File: config.mk
export PLATFORM = sky130hd
export DESIGN_NAME = hazard_stall_ctrl
export DESIGN_NICKNAME = d
export VERILOG_FILES = /design/src/rtl/cpu_ctrl_pkg.sv /design/src/rtl/sat_counter.sv /design/src/rtl/hazard_stall_ctrl.sv
export SDC_FILE = /design/constraint.sdc
export NUM_CORES = 1
export LEC_CHECK = 0
export CORE_MARGIN = 8
export CORE_UTILIZATION = 54
export DETAILED_ROUTE_END_ITERATION = 8
export GPL_TIMING_DRIVEN = 0
export PLACE_DENSITY = 0.85
export REMOVE_ABC_BUFFERS = 1
export SETUP_SLACK_MARGIN = 0.3
export SLEW_MARGIN = 20
export SYNTH_ARGS = -nofsm -noshare
export SYNTH_HDL_FRONTEND = slang
export SYNTH_SLANG_ARGS = --single-unit
File: constraint.sdc
create_clock -name clk -period 4.29 [get_ports clk]
set_input_delay 0.6435 -clock clk [delete_from_list [all_inputs] [get_ports clk]]
set_output_delay 0.6435 -clock clk [all_outputs]
set_load 0.1 [all_outputs]
File: src/rtl/cpu_ctrl_pkg.sv
// rtl/cpu_ctrl_pkg.sv - shared types and defaults for the pipeline control slice
// Contents:
//   hz_state_t      hazard/stall sequencer state encoding
//   DEF_REG_ADDR_W  default register-address width
package cpu_ctrl_pkg;

    typedef enum logic [2:0] {
        INIT     = 3'd0,
        RUN      = 3'd1,
        LU_STALL = 3'd2,
        FLUSH    = 3'd3,
        FREEZE   = 3'd4
    } hz_state_t;

    localparam int DEF_REG_ADDR_W = 4;

endpackage

File: src/rtl/sat_counter.sv
// rtl/sat_counter.sv - saturating event counter with synchronous clear
// Ports:
//   clk    in   clock, rising edge
//   rst_n  in   asynchronous active-low reset (count -> 0)
//   inc    in   add one unless already all-ones
//   clr    in   synchronous clear, wins over inc
//   q      out  current count
module sat_counter #(
    parameter int W = 16
) (
    input  logic         clk,
    input  logic         rst_n,
    input  logic         inc,
    input  logic         clr,
    output logic [W-1:0] q
);

    logic [W-1:0] q_q;
    logic [W-1:0] q_d;

    always_comb begin
        q_d = q_q;
        if (clr) begin
            q_d = '0;
        end else if (inc && (q_q != {W{1'b1}})) begin
            q_d = q_q + 1'b1;
        end
    end

    always_ff @(posedge clk or negedge rst_n) begin
        if (!rst_n) begin
            q_q <= '0;
        end else begin
            q_q <= q_d;
        end
    end

    assign q = q_q;

endmodule

File: src/rtl/hazard_stall_ctrl.sv
// rtl/hazard_stall_ctrl.sv - load-use / branch-flush / memory-wait stall sequencer
// Ports:
//   clk, rst_n                    clock (rising) and asynchronous active-low reset
//   id_rn_addr/used, id_rm_addr/used   ID-stage source registers
//   ex_rd_addr, ex_reg_write, ex_mem_to_reg   EX-stage destination / load flag
//   branch_taken_ex               branch resolved taken in EX
//   mem_busy                      data memory wait; freezes the pipeline
//   cnt_clr                       synchronous clear of both performance counters
//   pc_write_en, if_id_write_en, if_id_flush, cu_mux_select, pipe_freeze   pipeline controls (Mealy)
//   stall_cnt, flush_cnt          saturating load-use bubble / taken-branch counts
module hazard_stall_ctrl
    import cpu_ctrl_pkg::*;
#(
    parameter int REG_ADDR_W     = DEF_REG_ADDR_W,
    parameter int LOAD_USE_STALL = 1,
    parameter int FLUSH_CYCLES   = 1,
    parameter int CNT_W          = 16
) (
    input  logic                  clk,
    input  logic                  rst_n,
    input  logic [REG_ADDR_W-1:0] id_rn_addr,
    input  logic                  id_rn_used,
    input  logic [REG_ADDR_W-1:0] id_rm_addr,
    input  logic                  id_rm_used,
    input  logic [REG_ADDR_W-1:0] ex_rd_addr,
    input  logic                  ex_reg_write,
    input  logic                  ex_mem_to_reg,
    input  logic                  branch_taken_ex,
    input  logic                  mem_busy,
    input  logic                  cnt_clr,
    output logic                  pc_write_en,
    output logic                  if_id_write_en,
    output logic                  if_id_flush,
    output logic                  cu_mux_select,
    output logic                  pipe_freeze,
    output logic [CNT_W-1:0]      stall_cnt,
    output logic [CNT_W-1:0]      flush_cnt
);

    // Cycles still owed after the first stall/flush cycle.
    localparam logic [1:0] LU_REM = 2'(LOAD_USE_STALL - 1);
    localparam logic [1:0] FL_REM = 2'(FLUSH_CYCLES - 1);

    hz_state_t  state_q, state_d;
    hz_state_t  resume_q, resume_d;
    hz_state_t  eff_state;
    logic [1:0] rem_q, rem_d;
    logic       lu_haz;
    logic       stall_inc;
    logic       flush_inc;

    assign lu_haz = ex_mem_to_reg && ex_reg_write &&
                    ((id_rn_used && (id_rn_addr == ex_rd_addr)) ||
                     (id_rm_used && (id_rm_addr == ex_rd_addr)));

    // While frozen the sequencer behaves as the saved state once mem_busy
    // drops, so the release cycle already does useful work (no extra bubble).
    assign eff_state = (state_q == FREEZE) ? resume_q : state_q;

    always_comb begin
        state_d        = state_q;
        resume_d       = resume_q;
        rem_d          = rem_q;
        stall_inc      = 1'b0;
        flush_inc      = 1'b0;
        pc_write_en    = 1'b0;
        if_id_write_en = 1'b0;
        if_id_flush    = 1'b0;
        cu_mux_select  = 1'b0;
        pipe_freeze    = 1'b0;

        if (state_q == INIT) begin
            state_d = RUN;
        end else if (mem_busy) begin
            // Everything holds: rem, counters and the state we will return to.
            pipe_freeze   = 1'b1;
            cu_mux_select = 1'b1;
            resume_d      = eff_state;
            state_d       = FREEZE;
        end else if (branch_taken_ex &&
                     ((eff_state == RUN) || (eff_state == LU_STALL) || (eff_state == FLUSH))) begin
            // A taken branch pre-empts any stall and restarts any flush.
            pc_write_en = 1'b1;
            if_id_flush = 1'b1;
            flush_inc   = 1'b1;
            if (FLUSH_CYCLES > 1) begin
                state_d = FLUSH;
                rem_d   = FL_REM;
            end else begin
                state_d = RUN;
                rem_d   = 2'd0;
            end
        end else begin
            case (eff_state)
                RUN: begin
                    if (lu_haz) begin
                        stall_inc = 1'b1;
                        if (LOAD_USE_STALL > 1) begin
                            state_d = LU_STALL;
                            rem_d   = LU_REM;
                        end else begin
                            state_d = RUN;
                            rem_d   = 2'd0;
                        end
                    end else begin
                        pc_write_en    = 1'b1;
                        if_id_write_en = 1'b1;
                        cu_mux_select  = 1'b1;
                        state_d        = RUN;
                    end
                end
                LU_STALL: begin
                    stall_inc = 1'b1;
                    rem_d     = rem_q - 2'd1;
                    state_d   = (rem_q == 2'd1) ? RUN : LU_STALL;
                end
                FLUSH: begin
                    pc_write_en = 1'b1;
                    if_id_flush = 1'b1;
                    rem_d       = rem_q - 2'd1;
                    state_d     = (rem_q == 2'd1) ? RUN : FLUSH;
                end
                default: begin
                    state_d = RUN;
                end
            endcase
        end
    end

    always_ff @(posedge clk or negedge rst_n) begin
        if (!rst_n) begin
            state_q  <= INIT;
            resume_q <= RUN;
            rem_q    <= 2'd0;
        end else begin
            state_q  <= state_d;
            resume_q <= resume_d;
            rem_q    <= rem_d;
        end
    end

    sat_counter #(.W(CNT_W)) u_stall_cnt (
        .clk   (clk),
        .rst_n (rst_n),
        .inc   (stall_inc),
        .clr   (cnt_clr),
        .q     (stall_cnt)
    );

    sat_counter #(.W(CNT_W)) u_flush_cnt (
        .clk   (clk),
        .rst_n (rst_n),
        .inc   (flush_inc),
        .clr   (cnt_clr),
        .q     (flush_cnt)
    );

    a_lu_range : assert property (@(posedge clk)
        (LOAD_USE_STALL >= 1) && (LOAD_USE_STALL <= 3));
    a_fl_range : assert property (@(posedge clk)
        (FLUSH_CYCLES >= 1) && (FLUSH_CYCLES <= 3));

endmodule

==> flow_summary.toml <==
[final_layout]
drive_above_1_share = 0.0973
antennaDiodeCount = 0
area_growth_pct = 27.7
fin_util = 0.722
finalNetCount = 352

[routing]
finalWirelength_mm = 6.02
route.detailed.drc = 0
routedWlPerCell_um = 15.8
vias_per_cell = 5.81
firstDrtPassIters = 4
vias = 2214
ant_nets = 0
drtIter0Drc = 138

[yosys]
synth_xor_area_frac = 0.0737
synth-edff-count = 0
ys_ff_latch = 40
syn_area_per_cell_um2 = 9.01
yosysMostFrequentCell = "dfrtp_1"
synth_top_area_cell = "dfrtp_1"
synth_top_family_by_area = "simple AND/OR/NAND/NOR gates"
synth-simple-area-share = 0.298
ys.flop_type = "dfrtp_1"
synth_compound_area_frac = 0.117
synth_top_area_frac = 0.391
postSynthCellCount = 277
synthMuxAreaShare = 0.0486
netlist_top_cells_area = "dfrtp_1, xnor2_1, nor2_1"
synthesis.area_mm2 = 0.00249
synthAdderAreaFrac = 0.0150
synthTopCellsByCount = "dfrtp_1, nor2_1, nand2_1, a21oi_1, xnor2_1"
async_reset_ff_frac = 1.00
synth_cell_types = 48
synth.yosys.warnings = 0
seq_area_frac_synth = 0.402

[die]
die_h_um = 84.0
fp.dieW_um = 84.0
core_area_mm2 = 0.00441
rows = 24
pin_count = 58
start_util = 0.565
dieArea_mm2 = 0.00705

[power_and_ir_drop]
p_comb_frac = 0.155
switching_share = 0.279
ir_drop_mv = 0.176
pwr-share-seq = 0.467
p_leak_nw = 1.21
power.internal_w = 0.000602
finalPower_w = 0.000834
power.density_mw_per_mm2 = 262
switchingPower_w = 0.000233
clockPowerShare = 0.378

[grt]
grt_util_all_layers = 0.174
grt_pass1_vias = 2253
grt_util_met1 = 0.204
antenna_found_initial = 0
grt_use_met3 = 0.0391
grt_max_degree = 40
use_met2 = 0.297
grt_first_pass_wirelength_mm = 10.4
top_usage_layer = "met2"
grt_overflow = 0

[cts]
cts_tree = "done"
cts_hold_buf = 0
clock_latency_ps = 290
cts_buffers = 5
cts_sinks = 40
clk_pin_slew_ps = 90
clock_path_buffers = 2
cts_htree_levels = 2
cts_root_buf = "clkbuf_8"

[placed_design]
gp_congestion = 0.828
dp_hpwl_mm = 4.43
portBuffers = 57

[sta]
finalSetupTns_ps = 0
hold_viol = 0
setup_viol = 0
fmax_mhz = 262
tightest_slew_ps = 1090
skew_ps = 7.85
finalCritPeriodShare = 0.888
max_slew_margin = 0.269
period_minus_slack_ps = 3810
rsz0062_at_grt = "no"
drv_slew = 0

[status]
status = "finished clean"

[setup_path]
worstReg2RegEnd = "u_stall_cnt.q[10]"
r2r-start = "state_q[0]"
reg2reg_slack_ps = 1620
r2r_cells = 6
worst_ep_required_time_ps = 3650
start_kind = "input port"
crit_path_max_fanout = 4
critical_path_class = "input port to output port"
cp.arrival_ps = 3170
worst_setup_path_end_kind = "output port"

[hold_path]
hp-class = "input port to asynchronous set/reset pin"

[job]
max_cap_viol_count = 0
timing repair:
item,in CTS,in global routing
hold endpoints to repair,0,0
buffers inserted,0,0
gates resized for setup,3,0
endpoints found under the setup margin,3,0
layer usage:
| layer | routed length [um] | vias up |
|---|---|---|
| met5 | 0 | - |
| met4 | 87 | 0 |
| met3 | 191 | 6 |
| met2 | 3120 | 60 |
| met1 | 2630 | 1055 |
| li1 | - | 1093 |
state kept, by name (all words and copies together), names as in the netlist:
signal and flops:
u_stall_cnt.q 16, rem_q 2, resume_q 3, u_flush_cnt.q 16, state_q 3
cell usage in the layout, fill, tap and decap left out, drive strengths merged, types with 2 or more instances in the layout:
master / n
clkbuf: 5
and2: 2
nor2: 29
or3b: 2
or3: 8
inv: 10
nor4b: 7
xor2: 8
nand4: 9
o21ba: 2
o31ai: 4
clkdlybuf4s50: 52
and3: 2
o31a: 2
mux2i: 2
nand2b: 2
xnor2: 13
or4: 6
nor4: 7
nand3: 10
mux2: 9
o21ai: 12
nor3: 12
nand2: 28
nor2b: 8
o21bai: 2
dfrtp: 39
dlygate4sd2: 3
a21oi: 13
ha: 3
buf: 4
cells by family (layout without fill, tap and decap cells):
kind of cell             after synthesis  in the layout
buffers and inverters                 24             76
flip-flops                            40             40
XOR/XNOR                              21             21
AO/OA/AOI/OAI                         42             42
adder cells (fa/ha/maj)                3              3
multiplexers                          11             11
AND/OR/NAND/NOR                      136            136
worst max-delay path, cell delays in order:
cell	delay [ps]
clkdlybuf4s50_1	520
xor2_1	210
nor4_1	110
or4_1	590
nor2_1	130
o21a_1	110
dlygate4sd2_1	850
worst max path at each step:
| stage | from | endpoint | cells past startpoint |
|---|---|---|---|
| after floorplan | id_rm_addr[1] | if_id_write_en | 5 |
| final | ex_rd_addr[0] | cu_mux_select | 7 |
| after global placement | ex_rd_addr[0] | cu_mux_select | 7 |
| after CTS | ex_rd_addr[0] | cu_mux_select | 7 |
| after global routing | ex_rd_addr[0] | cu_mux_select | 7 |
| after detailed placement | ex_rd_addr[0] | cu_mux_select | 7 |
area by class of cell:
| type | count | area, um2 |
|---|---|---|
| well taps | 52 | 65.1 |
| fillers | 361 | 1230 |
| clock buffers | 5 | 68.8 |
| clock inverters | 3 | 46.3 |
| flip-flops and latches | 40 | 1000 |
| inverters | 9 | 33.8 |
| multi-input cells | 213 | 1390 |
| repair buffers | 59 | 584 |
power by group through the flow:
stage          Combinational (W)  Sequential (W)  Clock, W
6_report                0.000129        0.000389  0.000316
5_1_grt                 0.000140        0.000390  0.000337
4_1_cts                 0.000131        0.000389  0.000324
3_5_place_dp            0.000133        0.000397         0
3_3_place_gp            0.000128        0.000396         0
2_1_floorplan          0.0000719        0.000401         0
metrics by stage:
stage                     cell area, um2  worst slack [ps]  hold slack (ps)  instances
after CTS                           3190               481              221        381
after detailed placement            3070               198              467        373
after global placement              3050               302              467        371
after floorplan                     2420               162              348        262
final                               3190               480              218        381
after global routing                3190               361              229        381
No activity file was read; power rests on OpenSTA's default activity.
